## src/rtl/sym_align_err_cnt_if.sv

```systemverilog
// Symbol stream bundle for the alignment / error-count stage.
// The producer side (slicer + LFSR) uses master; the aligner uses slave.
interface sym_align_err_cnt_if #(
  parameter int DELAY_W = 7,
  parameter int CNT_W   = 11
);
  logic               clk_en;
  logic [1:0]         tx_data;
  logic [1:0]         rx_data;
  logic [DELAY_W-1:0] delay;
  logic               locked;
  logic [CNT_W-1:0]   err_count;
  logic               err_valid;
  logic               search_wrap;
  logic [1:0]         tx_data_aligned;

  modport master (
    output clk_en, tx_data, rx_data,
    input  delay, locked, err_count, err_valid, search_wrap, tx_data_aligned
  );

  modport slave (
    input  clk_en, tx_data, rx_data,
    output delay, locked, err_count, err_valid, search_wrap, tx_data_aligned
  );
endinterface

```

## src/rtl/sym_align_err_cnt.sv

```systemverilog
// Finds the TX->RX symbol delay by windowed error search, locks on it and
// keeps reporting per-window symbol error counts while locked.
module sym_align_err_cnt #(
  parameter int MAX_DELAY     = 127,
  parameter int DELAY_W       = 7,
  parameter int WIN_LEN       = 1024,
  parameter int CNT_W         = 11,
  parameter int LOCK_THRESH   = 0,
  parameter int UNLOCK_THRESH = 32,
  parameter int LOSS_WINDOWS  = 2
) (
  input logic              clk,
  input logic              reset,
  sym_align_err_cnt_if.slave bus
);
  localparam int BAD_W = (LOSS_WINDOWS < 2) ? 1 : $clog2(LOSS_WINDOWS + 1);

  typedef enum logic [1:0] {FILL, SEARCH, LOCKED} state_e;

  state_e             state_q, state_d;
  logic [DELAY_W-1:0] delay_q, delay_d;
  logic [DELAY_W-1:0] fill_q, fill_d;
  logic [CNT_W-1:0]   win_q, win_d;
  logic [CNT_W-1:0]   acc_q, acc_d;
  logic [CNT_W-1:0]   err_count_q, err_count_d;
  logic [BAD_W-1:0]   bad_q, bad_d;
  logic               valid_q, valid_d;
  logic               wrap_q, wrap_d;
  logic [1:0]         aligned_q;
  logic [1:0]         line_q [MAX_DELAY];

  logic [1:0]         tap;
  logic [DELAY_W-1:0] tap_idx;
  logic               err_evt;
  logic               win_end;
  logic [CNT_W-1:0]   win_sum;

  // line_q[0] is the TX symbol from one enable ago, so delay 0 taps the input
  always_comb begin
    tap_idx = delay_q - DELAY_W'(1);
    tap     = bus.tx_data;
    if (delay_q != '0) begin
      tap = line_q[tap_idx];
    end
  end

  assign err_evt = (tap != bus.rx_data);
  assign win_sum = acc_q + CNT_W'(err_evt);
  assign win_end = (win_q == CNT_W'(WIN_LEN - 1));

  always_comb begin
    state_d     = state_q;
    delay_d     = delay_q;
    fill_d      = fill_q;
    win_d       = win_q;
    acc_d       = acc_q;
    err_count_d = err_count_q;
    bad_d       = bad_q;
    valid_d     = 1'b0;
    wrap_d      = 1'b0;
    if (bus.clk_en) begin
      case (state_q)
        FILL: begin
          if (fill_q == DELAY_W'(MAX_DELAY - 1)) begin
            state_d = SEARCH;
            delay_d = '0;
            fill_d  = '0;
            win_d   = '0;
            acc_d   = '0;
          end else begin
            fill_d = fill_q + DELAY_W'(1);
          end
        end
        SEARCH, LOCKED: begin
          if (win_end) begin
            // The last symbol's error is folded in and the next window starts at once
            win_d       = '0;
            acc_d       = '0;
            err_count_d = win_sum;
            valid_d     = 1'b1;
            if (state_q == SEARCH) begin
              if (win_sum <= CNT_W'(LOCK_THRESH)) begin
                state_d = LOCKED;
                bad_d   = '0;
              end else if (delay_q == DELAY_W'(MAX_DELAY)) begin
                delay_d = '0;
                wrap_d  = 1'b1;
              end else begin
                delay_d = delay_q + DELAY_W'(1);
              end
            end else if (win_sum > CNT_W'(UNLOCK_THRESH)) begin
              if (bad_q == BAD_W'(LOSS_WINDOWS - 1)) begin
                state_d = SEARCH;
                delay_d = '0;
                bad_d   = '0;
              end else begin
                bad_d = bad_q + BAD_W'(1);
              end
            end else begin
              bad_d = '0;
            end
          end else begin
            win_d = win_q + CNT_W'(1);
            acc_d = win_sum;
          end
        end
        default: state_d = FILL;
      endcase
    end
  end

  // Pulses are refreshed every clock so they last one cycle even if clk_en drops
  always_ff @(posedge clk) begin
    if (reset) begin
      state_q     <= FILL;
      delay_q     <= '0;
      fill_q      <= '0;
      win_q       <= '0;
      acc_q       <= '0;
      err_count_q <= '0;
      bad_q       <= '0;
      valid_q     <= 1'b0;
      wrap_q      <= 1'b0;
      aligned_q   <= '0;
      for (int i = 0; i < MAX_DELAY; i++) begin
        line_q[i] <= '0;
      end
    end else begin
      state_q     <= state_d;
      delay_q     <= delay_d;
      fill_q      <= fill_d;
      win_q       <= win_d;
      acc_q       <= acc_d;
      err_count_q <= err_count_d;
      bad_q       <= bad_d;
      valid_q     <= valid_d;
      wrap_q      <= wrap_d;
      if (bus.clk_en) begin
        aligned_q <= tap;
        line_q[0] <= bus.tx_data;
        for (int i = 1; i < MAX_DELAY; i++) begin
          line_q[i] <= line_q[i-1];
        end
      end
    end
  end

  assign bus.delay           = delay_q;
  assign bus.locked          = (state_q == LOCKED);
  assign bus.err_count       = err_count_q;
  assign bus.err_valid       = valid_q;
  assign bus.search_wrap     = wrap_q;
  assign bus.tx_data_aligned = aligned_q;
endmodule

```

## src/flat_wrapper.sv

```systemverilog
// flat-port wrapper written by rule: the top's interface ports become plain ports
module sym_align_err_cnt_flat 
#(
  parameter int MAX_DELAY     = 127,
  parameter int DELAY_W       = 7,
  parameter int WIN_LEN       = 1024,
  parameter int CNT_W         = 11,
  parameter int LOCK_THRESH   = 0,
  parameter int UNLOCK_THRESH = 32,
  parameter int LOSS_WINDOWS  = 2
)
  (clk, reset, bus_clk_en, bus_tx_data, bus_rx_data, bus_delay, bus_locked, bus_err_count, bus_err_valid, bus_search_wrap, bus_tx_data_aligned);
  sym_align_err_cnt_if #(.DELAY_W(DELAY_W), .CNT_W(CNT_W)) bus_i ();
  input logic clk;
  input logic reset;
  input wire logic [$bits(bus_i.clk_en)-1:0] bus_clk_en;
  input wire logic [$bits(bus_i.tx_data)-1:0] bus_tx_data;
  input wire logic [$bits(bus_i.rx_data)-1:0] bus_rx_data;
  output wire logic [$bits(bus_i.delay)-1:0] bus_delay;
  output wire logic [$bits(bus_i.locked)-1:0] bus_locked;
  output wire logic [$bits(bus_i.err_count)-1:0] bus_err_count;
  output wire logic [$bits(bus_i.err_valid)-1:0] bus_err_valid;
  output wire logic [$bits(bus_i.search_wrap)-1:0] bus_search_wrap;
  output wire logic [$bits(bus_i.tx_data_aligned)-1:0] bus_tx_data_aligned;
  assign bus_i.clk_en = bus_clk_en;
  assign bus_i.tx_data = bus_tx_data;
  assign bus_i.rx_data = bus_rx_data;
  assign bus_delay = bus_i.delay;
  assign bus_locked = bus_i.locked;
  assign bus_err_count = bus_i.err_count;
  assign bus_err_valid = bus_i.err_valid;
  assign bus_search_wrap = bus_i.search_wrap;
  assign bus_tx_data_aligned = bus_i.tx_data_aligned;
  sym_align_err_cnt #(.MAX_DELAY(MAX_DELAY), .DELAY_W(DELAY_W), .WIN_LEN(WIN_LEN), .CNT_W(CNT_W), .LOCK_THRESH(LOCK_THRESH), .UNLOCK_THRESH(UNLOCK_THRESH), .LOSS_WINDOWS(LOSS_WINDOWS)) u_core (.clk(clk), .reset(reset), .bus(bus_i));
endmodule
```

## config.mk

```make
export PLATFORM = sky130hd
export DESIGN_NAME = sym_align_err_cnt_flat
export DESIGN_NICKNAME = d
export VERILOG_FILES = /design/src/rtl/sym_align_err_cnt_if.sv /design/src/rtl/sym_align_err_cnt.sv /design/src/flat_wrapper.sv
export SDC_FILE = /design/constraint.sdc
export NUM_CORES = 1
export LEC_CHECK = 0
export ABC_AREA = 1
export BUFFER_PORTS_ARGS = -buffer_cell sky130_fd_sc_hd__buf_2
export CORE_MARGIN = 1.5
export CORE_UTILIZATION = 35
export DETAILED_ROUTE_END_ITERATION = 10
export PLACE_DENSITY = 0.53
export SLEW_MARGIN = 25
export SYNTH_ARGS = -nofsm -noshare
export SYNTH_HDL_FRONTEND = slang
export SYNTH_SLANG_ARGS = --single-unit
```

## constraint.sdc

```tcl
create_clock -name clk -period 4.1 [get_ports clk]
set_input_delay 0.41 -clock clk [delete_from_list [all_inputs] [get_ports clk]]
set_output_delay 0.41 -clock clk [all_outputs]
set_load 0.01 [all_outputs]
```

After elaboration in Yosys (flattened, before gate mapping):

Memories as Yosys holds them, arrays and structs flattened.
Cells that the tools add are included.

* input port bits: 7
* memory bits (writable): 254
* flip-flop bits (word level): 55
* word-level logic and storage cells: 336
* memories: 1

Memories
* u_core.line_q: depth 127, width 2, read ports 127, clocked after memory_dff 0, wr ports 127, line sym_align_err_cnt.sv:30 `logic [1:0] line_q [MAX_DELAY];`

* magnitude comparators: 2
* bitwise operators: 131
* $add $sub $neg: 6
* eq/ne operators: 14
* reductions and logical operators: 12
* multiplexer cells: 160

Operators with widths (number)
* 2-bit 2-to-1 mux: 138
* 1-bit OR: 127
* 7-bit 2-to-1 mux: 8
* 11-bit one-hot mux with 2 select lines: 2
* 11-bit 2-to-1 mux: 3
* 7-bit by 1-bit adder with 7-bit output, second input constant: 2
* 7-bit == test, second input constant: 2
* 7-bit one-hot mux with 2 select lines: 1
* 11-bit by 1-bit adder with 11-bit output: 1
* 11-bit by 1-bit adder with 11-bit output, second input constant: 1
* 11-bit by 10-bit == test with 1-bit output, second input constant: 1
* 11-bit by 6-bit greater-than comparator with 1-bit output, second input constant: 1
* 11-bit by 1-bit less-or-equal comparator with 1-bit output, second input constant: 1
* 1-bit 2-to-1 mux: 7
* 7-bit AND reduction: 1
* 7-bit nonzero test: 1
* 7-bit by 1-bit subtractor with 7-bit output, second input constant: 1
* 3-bit by 1-bit != test with 1-bit output, second input constant: 2
* 3-bit != test, second input constant: 2
* 3-bit AND reduction: 2
* 6-bit AND reduction: 1
* 6-bit OR reduction: 1
* 2-bit by 1-bit == test with 1-bit output, second input constant: 2
* 2-bit by 1-bit != test with 1-bit output, second input constant: 2
* other kinds (12): 15

Depth between registers and ports, before layout:

Gate-level depths: netlist of run 1.
An unclocked memory read counts as a cell.

* word-level depth: 10
* mapped depth: 35

Worst setup path after synthesis of run 1:

No wires, ideal clock.

* path type: input-to-reg
* start point: in reset
* end point: mem u_core.line_q[0][0], enable pin
* library setup time: 0.511 ns
* arrival time: 3.740 ns
* path slack: -0.151 ns
* required time: 3.589 ns
* stages on the path: 2
* path through: clkbuf_1 > or2_2

RTL lines
* from (decl): line flat_wrapper.sv:15 `input logic reset;`
* to (decl): line sym_align_err_cnt.sv:30

Worst setup path after layout of run 1:

* start point: reg u_core.delay_q[0], in the netlist u_core.bus.delay[0]
* end point: reg u_core.state_q[1]

* cells in the longest elaborated chain, start to end: 8
* elaborated cells between the ends (all ways): 11
* classes of those cells: add/sub (2); order compare (2); eq/ne (3); mux (1); reduce/logical (2); memory (1)

Ends and longest elaborated chain
* from (decl): line sym_align_err_cnt.sv:21 `logic [DELAY_W-1:0] delay_q, delay_d;`
* from (signal assigned): line sym_align_err_cnt.sv:130 `delay_q <= delay_d;`
* 7-bit by 1-bit subtractor with 7-bit output: line sym_align_err_cnt.sv:40 `tap_idx = delay_q - DELAY_W'(1);`
* memory 127 x 2 bit
* 2-bit 2-to-1 mux (*): line sym_align_err_cnt.sv:42 `if (delay_q != '0) begin`
* 2-bit != test (*): line sym_align_err_cnt.sv:47 `assign err_evt = (tap != bus.rx_data);`
* 11-bit by 1-bit adder with 11-bit output (*): line sym_align_err_cnt.sv:48 `assign win_sum = acc_q + CNT_W'(err_evt);`
* 11-bit by 1-bit less-or-equal comparator with 1-bit output or 11-bit by 6-bit greater-than comparator with 1-bit output (tied branches): line sym_align_err_cnt.sv:82, sym_align_err_cnt.sv:91
* 3-bit != test (no line) or 3-bit by 1-bit != test with 1-bit output (tied branches)
* 6-bit AND reduction (no line) (*)
* to (signal assigned): line sym_align_err_cnt.sv:129 `state_q <= state_d;`
* to (decl): line sym_align_err_cnt.sv:20 `state_e state_q, state_d;`

Every way passes the cells marked *; elsewhere a longest branch is shown, timed or not.
A chain may end at the register's enable or synchronous reset.

==> flow_summary.ini, run 1 <==
[clocking]
cts_root_buf = clkbuf_16
ctsHtreeMaxLevel = 2
clock_path_buffers = 3
clock_sinks = 309
clock_latency_ps = 550
cts_tree = built
hold_buffers = 0
cts_made_buffers = 37
clk_pin_slew_ps = 60

[die]
initial_utilization_pct = 35.72
die_area_mm2 = 0.04445
rows = 75
die_y_um = 210.8
core_mm2 = 0.04232
die_w_um = 210.8
ios = 30

[worst_setup_path]
rr_worst_depth = 29
crit_family = simple AND/OR/NAND/NOR gates
reg2reg_slack_ps = 270
cp_data_arrival_time_ps = 4210
cp_max_fo = 8
r2r_start = u_core.bus.delay[0]$_SDFFE_PP0P_
crit_path_max_incr_delay_ps = 400
startpoint = u_core.bus.delay[0]$_SDFFE_PP0P_
critPathKind = flop to flop
critPathRequiredTime_ps = 4480
worst-path-stages = 29
crit_path_end = u_core.state_q[1]$_SDFFE_PP0P_
end_kind = flop
crit_path_top_delay_cell = dfxtp_4
crit_path_start_kind = flop
crit_buf_inv = 4
cp_common_cell = nand2_2
r2r_end = u_core.state_q[1]$_SDFFE_PP0P_

[global_route]
antenna_found_initial = 0
grt_max_degree = 121
first_global_vias = 11020
gr-total-overflow = 0
grt_pass1_wl_mm = 57.36
grt_use_total_pct = 16.15

[drt]
wl_met3_mm = 2.131
dr.max_layer_used = met4
vias_per_cell = 4.697
drc = 0
ant_nets = 0
firstDrtPassIters = 5
routedLengthMet1_mm = 17.88
routed-via-count = 11400
wl_mm = 37.34
dr_wl_met2_mm = 16.69
wl_per_cell_um = 15.39
drtIter0Drc = 844

[layout]
layout_common_cells = 316 x nand2_1, 315 x nor2_1, 304 x inv_1, 260 x nand3_1, 254 x edfxtp_1
fin_nets = 1841
layout-drive-gt1-share_pct = 12.01
final_cells = 2426
antennaDiodeCount = 0
layout_commonest_cell = nand2_1
syn2layout_area_growth_pct = 19.06

[worst_hold_path]
min_path_type = input pin to flop
hp-start = bus_clk_en

[placed_design]
dp_hpwl_mm = 20.32
io_buffers = 29
gp_congestion = 0.7939
dp.cells = 2340

[yosys]
yosysTopAreaCell = edfxtp_1
syn_inst = 1766
ys_types = 41
synthTopCellsByArea = edfxtp_1 50%, nand3_1 9.1%, nand2_1 8.0%, nor2_1 7.8%, inv_1 7.6%
netlist.area_leader.share_pct = 50.45
ys_seq_elements = 309
synth.cell_area_mm2 = 0.01512
synth_nets = 1786
postSynthAreaPerCell_um2 = 8.561
yosysWarnings = 0
ys_seq_area_share_pct = 57.73

[power]
vdd_ir_drop_max_mv = 0.2837
finalPower_mw = 7.251
powerDensity_mw_per_mm2 = 402.9
power.leakage_nw = 7.459

[sta]
post-route-period-util_pct = 93.53
tns_ps = 0
clock_skew_ps = 36.26
maxSlewHeadroom_pct = 39.50
final_max_slew_viol_count = 0
setup_violations = 0
max_slew.worst_pin.slew_ps = 904.2
fmax_mhz = 260.8
hold_viol = 0
post-route-min-period_ps = 3835

[outcome]
status = finished, final reports clean

[run]
max_cap_violations = 0
[cell families (layout without fill, tap and decap cells)]
family	Yosys count	count (layout)	share of synthesized area [%]
DFF	309	309	57.73
adders and majority gates	13	13	1.076
and+or+nand+nor	958	958	27.06
buffers and inverters	399	482	10.33
xor gates and xnor gates	17	17	1.134
AOI/OAI and AO/OA	70	70	2.665
[worst min-delay path, delay by kind of cell]
kind	cells	cell delay, ps
and+or+nand+nor	2	150
buffers and inverters	1	150
[sequential cells by signal, indices dropped and copies added (netlist names)]
| signal | cells |
|---|---|
| u_core.acc_q | 11 |
| u_core.bad_q | 2 |
| u_core.bus.delay | 7 |
| u_core.bus.err_count | 11 |
| u_core.bus.err_valid | 1 |
| u_core.bus.search_wrap | 1 |
| u_core.bus.tx_data_aligned | 2 |
| u_core.fill_q | 7 |
| u_core.line_q | 254 |
| u_core.state_q | 2 |
| u_core.win_q | 11 |
[worst min path at each step]
stage,to,slack (ps),cells after the start
after detailed placement,u_core.bad_q[1]$_SDFFE_PP0P_,460,2
after global placement,u_core.bad_q[1]$_SDFFE_PP0P_,450,2
after CTS,u_core.bus.search_wrap$_SDFF_PP0_,200,3
after global routing,u_core.line_q[0][0]$_SDFFCE_PN0P_,220,3
after floorplan,u_core.bad_q[1]$_SDFFE_PP0P_,430,2
final,u_core.bus.search_wrap$_SDFF_PP0_,220,3
[synth_stat cells, drive strengths merged]
| master | count |
|---|---|
| o31ai | 3 |
| nand2 | 330 |
| clkinv | 1 |
| o21ai | 24 |
| edfxtp | 254 |
| clkbuf | 47 |
| nand4 | 9 |
| and2 | 1 |
| buf | 41 |
| and3 | 2 |
| xnor2 | 4 |
| xor2 | 13 |
| or2 | 2 |
| a21oi | 33 |
| a211oi | 3 |
| dfxtp | 55 |
| nor3 | 13 |
| a22oi | 5 |
| inv | 310 |
| nand3 | 278 |
| o22ai | 2 |
| nor2 | 320 |
| ha | 13 |
| nor3b | 3 |
[final cells by class]
cell class | instances | area (um2)
Inverter | 311 | 1192
Tap cell | 577 | 721.9
Clock inverter | 11 | 88.84
Multi-Input combinational cell | 1058 | 5029
Fill cell | 4188 | 24320
Clock buffer | 56 | 1099
Sequential cell | 309 | 8732
Timing Repair Buffer | 104 | 1137
[report_power, final]
part	switching (mW)	leakage (nW)	internal [mW]	total [mW]
Combinational	0.229	3.62	0.109	0.339
Sequential	0.0943	3.25	3.60	3.69
Clock	1.31	0.587	1.91	3.22
[metal layers]
layer  up-vias  global-route usage [%]
met5         -                       0
met4         0                   5.197
met3        50                   2.825
met2       236                   25.21
met1      5380                   22.78
li1       5729                       -
[stage by stage]
| stage | worst slack (ps) | hold WS [ps] | area, um2 | util, % |
|---|---|---|---|---|
| finish | 265.4 | 222.7 | 18000 | 42.53 |
| global route | -18.31 | 222.6 | 18000 | 42.53 |
| CTS | 6.876 | 195.8 | 17400 | 41.10 |
| detailed placement | 73.57 | 457.4 | 16210 | 38.30 |
| global placement | 75.53 | 445.7 | 16210 | 38.30 |
| floorplan | 22.72 | 432.4 | 15120 | - |
[what timing repair did]
item                       in CTS  in global routing
setup buffers                   0                  8
resized for setup               0                 59
setup endpoints to repair       0                 12
Power figures use the tool's default switching activity.
==> run 2, diff against run 1 <==
Settings changed: PLACE_DENSITY 0.53 to 0.58.
==> run 2 against run 1 <==
Against the previous run:
- first-iteration DRC count rose by 12%
- count of clock-buffer cells in the layout fell by 5
- via count fell by 0.25%
- critical path depth fell by 3
- worst hold slack improved by 3.1 ps
- worst setup slack got worse by 13 ps
- register-to-register slack barely moved
- fmax fell by 0.33%
- global-route usage fell by 0.12 points
- critical path type unchanged
==> flow_summary.ini, run 2 (synthesis results as in run 1) <==
[sta]
post-route-min-period_ps = 3847
whs_ps = 225.7
hold_viol = 0
postLayoutSetupSlackWorst_ps = 252.8
clock_skew_ps = 25.61
final_max_slew_viol_count = 0
setup_violations = 0
maxSlewHeadroom_pct = 40.43
fmax_mhz = 259.9
max_slew.worst_pin.slew_ps = 890.3
post-route-period-util_pct = 93.83

[drt]
drc = 0
firstDrtPassIters = 5
ant_nets = 0
drtIter0Drc = 945
wl_per_cell_um = 14.75
vias_per_cell = 4.724
wl_mm = 35.48
routed-via-count = 11370

[layout]
largest_register_ffs = 254
layout_commonest_cell = nand2_1
fin_nets = 1825
layout-drive-gt1-share_pct = 10.39
layout_common_cells = 320 x nand2_1, 315 x nor2_1, 304 x inv_1, 265 x nand3_1, 254 x edfxtp_1
regMostFlops = u_core.line_q
fill_cells = 4220
antennaDiodeCount = 0
final_util_pct = 41.43
syn2layout_area_growth_pct = 15.98

[die]
initial_utilization_pct = 35.72
die_y_um = 210.8
rows = 75
ios = 30
die_area_mm2 = 0.04445
die_w_um = 210.8
core_mm2 = 0.04232

[clocking]
ctsHtreeMaxLevel = 2
hold_buffers = 0
clock_sinks = 309
cts_tree = built
cts_made_buffers = 36
clk_pin_slew_ps = 60
clock_path_buffers = 3
clock_latency_ps = 530
cts_root_buf = clkbuf_16

[global_route]
first_global_vias = 11040
grt_use_total_pct = 16.02
grt_max_degree = 101
grt_pass1_wl_mm = 57.73
antenna_found_initial = 0
gr-total-overflow = 0

[worst_setup_path]
startpoint = u_core.bus.delay[0]$_SDFFE_PP0P_
cp_max_fo = 8
critPathRequiredTime_ps = 4470
r2r_start = u_core.bus.delay[0]$_SDFFE_PP0P_
rr_worst_depth = 26
crit_path_start_kind = flop
end_kind = flop
cp_data_arrival_time_ps = 4220
crit_path_end = u_core.state_q[0]$_SDFFE_PP0P_
reg2reg_slack_ps = 250
critPathKind = flop to flop
r2r_end = u_core.state_q[0]$_SDFFE_PP0P_

[placed_design]
gp_congestion = 0.8012
place_ws_ps = -16.18
dp_hpwl_mm = 20.86
io_buffers = 29

[outcome]
status = finished, final reports clean

[power]
powerDensity_mw_per_mm2 = 398.9
power.leakage_nw = 7.207
vdd_ir_drop_max_mv = 0.2421

[run]
max_cap_violations = 0

[worst_hold_path]
min_path_type = input pin to flop
run 2: worst min-delay path by stage:
| stage | startpoint | cells past startpoint | slack, ps | end |
|---|---|---|---|---|
| after floorplan | u_core.bad_q[1]$_SDFFE_PP0P_ | 2 | 430 | u_core.bad_q[1]$_SDFFE_PP0P_ |
| after global placement | u_core.bad_q[1]$_SDFFE_PP0P_ | 2 | 440 | u_core.bad_q[1]$_SDFFE_PP0P_ |
| after detailed placement | u_core.bad_q[1]$_SDFFE_PP0P_ | 2 | 450 | u_core.bad_q[1]$_SDFFE_PP0P_ |
| after CTS | bus_clk_en | 3 | 200 | u_core.bus.search_wrap$_SDFF_PP0_ |
| after global routing | bus_clk_en | 3 | 220 | u_core.bus.search_wrap$_SDFF_PP0_ |
| final | bus_clk_en | 3 | 230 | u_core.bus.search_wrap$_SDFF_PP0_ |
run 2: timing repair:
action,in CTS,in global routing
gates cloned,0,3
buffers inserted,0,3
gates resized for setup,3,38
pin swaps,0,10
endpoints found under the setup margin,7,12
run 2: power by group:
part | internal, mW | switching [mW] | leakage (nW)
clock | 1.71 | 1.26 | 0.525
combinational | 0.107 | 0.228 | 3.43
sequential | 3.60 | 0.0965 | 3.25
total | 5.41 | 1.58 | 7.21
run 2: layer usage:
layer / track usage, % / share of wire [%]
met5: 0 / 0
met4: 3.744 / 1.7
met3: 2.587 / 4.8
met2: 25.24 / 45
met1: 23.11 / 49
run 2: metrics by stage:
step | cell area, um2 | power (mW) | cells | TNS [ps]
6_report | 17530 | 6.995 | 2406 | 0
5_1_grt | 17530 | 7.277 | 2406 | -15.24
4_1_cts | 17260 | 7.082 | 2400 | 0
3_5_place_dp | 16170 | 4.092 | 2338 | -16.18
3_3_place_gp | 16170 | 4.080 | 2338 | 0
2_1_floorplan | 15120 | 3.984 | 1766 | 0
run 2: worst max-delay path, stage by stage, from the launching register on:
cell	delay, ps
dfxtp_4	350
buf_4	180
nor3_2	230
nand3_1	110
xor2_1	160
buf_4	190
inv_1	210
nand3_1	150
nand3_1	130
nand3_2	80
nand2_1	110
nand2_1	60
nand2_1	80
nand2_2	80
ha_4	180
ha_4	170
nand2_2	120
nor2_4	50
xor2_1	150
inv_1	120
nand2_2	80
nor3b_4	230
nand2_1	120
a21oi_2	170
nand2_1	90
nand2_1	80
a21oi_2	50
run 2: area by class of cell:
| class | count | area, um2 | area share [%] |
|---|---|---|---|
| Sequential cell | 309 | 8732 | 49.80 |
| Multi-Input combinational cell | 1058 | 4986 | 28.44 |
| Inverter | 311 | 1177 | 6.715 |
| Clock buffer | 51 | 1007 | 5.744 |
| Timing Repair Buffer | 89 | 842.1 | 4.802 |
| Tap cell | 577 | 721.9 | 4.117 |
| Clock inverter | 11 | 67.56 | 0.3853 |
==> run 3, diff against run 2 <==
--- a/config.mk
+++ b/config.mk
@@ -9,2 +9,3 @@
 export BUFFER_PORTS_ARGS = -buffer_cell sky130_fd_sc_hd__buf_2
+export CORE_ASPECT_RATIO = 2
 export CORE_MARGIN = 1.5
==> constraint.sdc (replaced) <==
create_clock -name clk -period 4.1 [get_ports clk]
set_input_delay 0 -clock clk [delete_from_list [all_inputs] [get_ports clk]]
set_output_delay 0 -clock clk [all_outputs]
set_load 0.01 [all_outputs]
==> run 3 against run 2 <==
Against the previous run:
- sequential share of layout area down 1.5 points
- largest power group unchanged
- sequential power barely moved
- cell area grew 3.1%
- critical endpoint is now u_core.state_q[1]$_SDFFE_PP0P_
- largest cell class unchanged
- global-route usage is 0.71 points higher
- flip-flop and latch count unchanged
- total power down 4.5%
- utilization grew 1.0 points
==> flow_summary.ini, run 3 (synthesis results as in run 1) <==
[outcome]
status = finished, final reports clean

[clocking]
ctsHtreeMaxLevel = 1
cts_tree = built
clock_path_buffers = 3
cts_made_buffers = 29
clock_sinks = 309
clk_pin_slew_ps = 70
cts_root_buf = clkbuf_16
clock_latency_ps = 560

[worst_setup_path]
r2r_start = u_core.bus.delay[0]$_SDFFE_PP0P_
r2r_end = u_core.state_q[1]$_SDFFE_PP0P_
reg2reg_slack_ps = 100
crit_buf_inv = 6
crit_family = simple AND/OR/NAND/NOR gates
crit_path_max_incr_delay_ps = 410
critPathRequiredTime_ps = 4510
rr_worst_depth = 29
worst-path-stages = 29
crit_path_start_kind = flop
end_kind = flop
cp_max_fo = 7
cp_common_cell = nand2_2
critPathKind = flop to flop
crit_path_top_delay_cell = ha_4
cp_data_arrival_time_ps = 4410

[power]
vdd_ir_drop_max_mv = 0.3001
powerDensity_mw_per_mm2 = 369.4
power.internal_mw = 5.145
p_sw_mw = 1.534
finalPower_mw = 6.679
clkPwrFrac_pct = 39.4
power.leakage_nw = 7.481
seqPwrFrac_pct = 55.3
swShare_pct = 22.97
comb_power_share_pct = 5.3

[die]
die_w_um = 150.0
core_mm2 = 0.04257
initial_utilization_pct = 35.51
die_area_mm2 = 0.04453
rows = 107
die_y_um = 296.9
ios = 30

[global_route]
grt_pass1_wl_mm = 59.34
first_global_vias = 11650
gr-usage-met1_pct = 18.61
grt_max_degree = 80
grt_use_total_pct = 16.74
grt_use_met2_pct = 31.18
use_met3_pct = 1.797
busiest_layer = met2
antenna_found_initial = 0
gr-total-overflow = 0

[layout]
layout_common_cells = 313 x nor2_1, 312 x nand2_1, 301 x inv_1, 254 x edfxtp_1, 226 x nand3_1
fin_nets = 1852
fill_cells = 4212
layout-drive-gt1-share_pct = 14.72
largest_register_ffs = 254
syn2layout_area_growth_pct = 19.60
regMostFlops = u_core.line_q
antennaDiodeCount = 0
final_cells = 2399
layout_commonest_cell = nor2_1

[drt]
routed-via-count = 11630
wl_mm = 38.70
ant_nets = 0
wl_per_cell_um = 16.13
drtIter0Drc = 877
vias_per_cell = 4.846
drc = 0
firstDrtPassIters = 6

[sta]
max_slew.worst_pin.slew_ps = 847.2
fmax_mhz = 249.7
clock_skew_ps = 13.06
maxSlewHeadroom_pct = 43.52
hold_viol = 0
grt_setup_unrepaired = yes
post-route-period-util_pct = 97.67
post-route-min-period_ps = 4004
setup_violations = 0
final_max_slew_viol_count = 0

[worst_hold_path]
hp-start = bus_rx_data[1]
whs_path_depth = 7
min_path_type = input pin to flop
hold_end = u_core.acc_q[0]$_SDFFE_PP0P_

[placed_design]
dp.cells = 2321
gp_congestion = 0.8721
io_buffers = 29
dp_hpwl_mm = 23.49

[run]
max_cap_violations = 0
## run 3: cell type report
type | instances | area (um2) | area share (%)
multi-input cells | 1058 | 5281 | 29.21
inverters | 311 | 1191 | 6.588
repair buffers | 122 | 1276 | 7.058
well taps | 545 | 681.9 | 3.771
clock buffers | 38 | 799.5 | 4.422
flip-flops and latches | 309 | 8732 | 48.29
repair inverters | 1 | 8.758 | 0.04844
clock inverters | 15 | 110.1 | 0.6090
## run 3: worst max path at each step
| stage | startpoint | to | slack (ps) |
|---|---|---|---|
| after floorplan | u_core.bus.delay[0]$_SDFFE_PP0P_ | u_core.state_q[0]$_SDFFE_PP0P_ | 20 |
| after global placement | u_core.bus.delay[1]$_SDFFE_PP0P_ | u_core.state_q[1]$_SDFFE_PP0P_ | -80 |
| after detailed placement | u_core.bus.delay[0]$_SDFFE_PP0P_ | u_core.state_q[1]$_SDFFE_PP0P_ | -90 |
| after CTS | u_core.bus.delay[0]$_SDFFE_PP0P_ | u_core.state_q[0]$_SDFFE_PP0P_ | 30 |
| after global routing | u_core.bus.delay[0]$_SDFFE_PP0P_ | u_core.bus.delay[5]$_SDFFE_PP0P_ | -100 |
| final | u_core.bus.delay[0]$_SDFFE_PP0P_ | u_core.state_q[1]$_SDFFE_PP0P_ | 100 |
## run 3: repair_timing
action	4_1_cts	5_1_grt
endpoints found under the hold margin	12	0
resized for setup	8	101
setup endpoints to repair	10	12
setup buffers	1	8
hold buffers	4	0
gates cloned	2	11
pin swaps	1	31
## run 3: layer usage
layer | vias to the layer above | share of wire (%) | wire [um]
met4 | 0 | 4.6 | 1768
met5 | - | 0 | 0
li1 | 5739 | - | -
met1 | 5550 | 38 | 14640
met3 | 88 | 3.9 | 1523
met2 | 249 | 54 | 20770
## run 3: through the flow
stage	utilization [%]	setup WS, ps	hold slack, ps	TNS, ps	instance area [um2]
final	42.47	95.52	68.11	0	18080
after global routing	42.47	-104.0	88.09	-802.4	18080
after CTS	40.69	25.11	100.7	0	17320
after detailed placement	38.21	-87.07	352.3	-525.1	16270
after global placement	38.21	-84.44	351.2	-280.5	16270
after floorplan	-	22.71	147.7	0	15120
## run 3: tightest hold or removal path: stages
cell     delay, ps
buf_2          120
nand3_2         70
nand2_2         60
nand2_4         80
ha_4           130
a22oi_1         60
nor2_1          70
## run 3: power groups by stage
stage	Clock [mW]	Combinational [mW]	Sequential, mW
6_report	2.63	0.351	3.69
5_1_grt	2.80	0.408	3.72
4_1_cts	2.71	0.342	3.69
3_5_place_dp	0	0.337	3.76
3_3_place_gp	0	0.332	3.76
2_1_floorplan	0	0.252	3.74
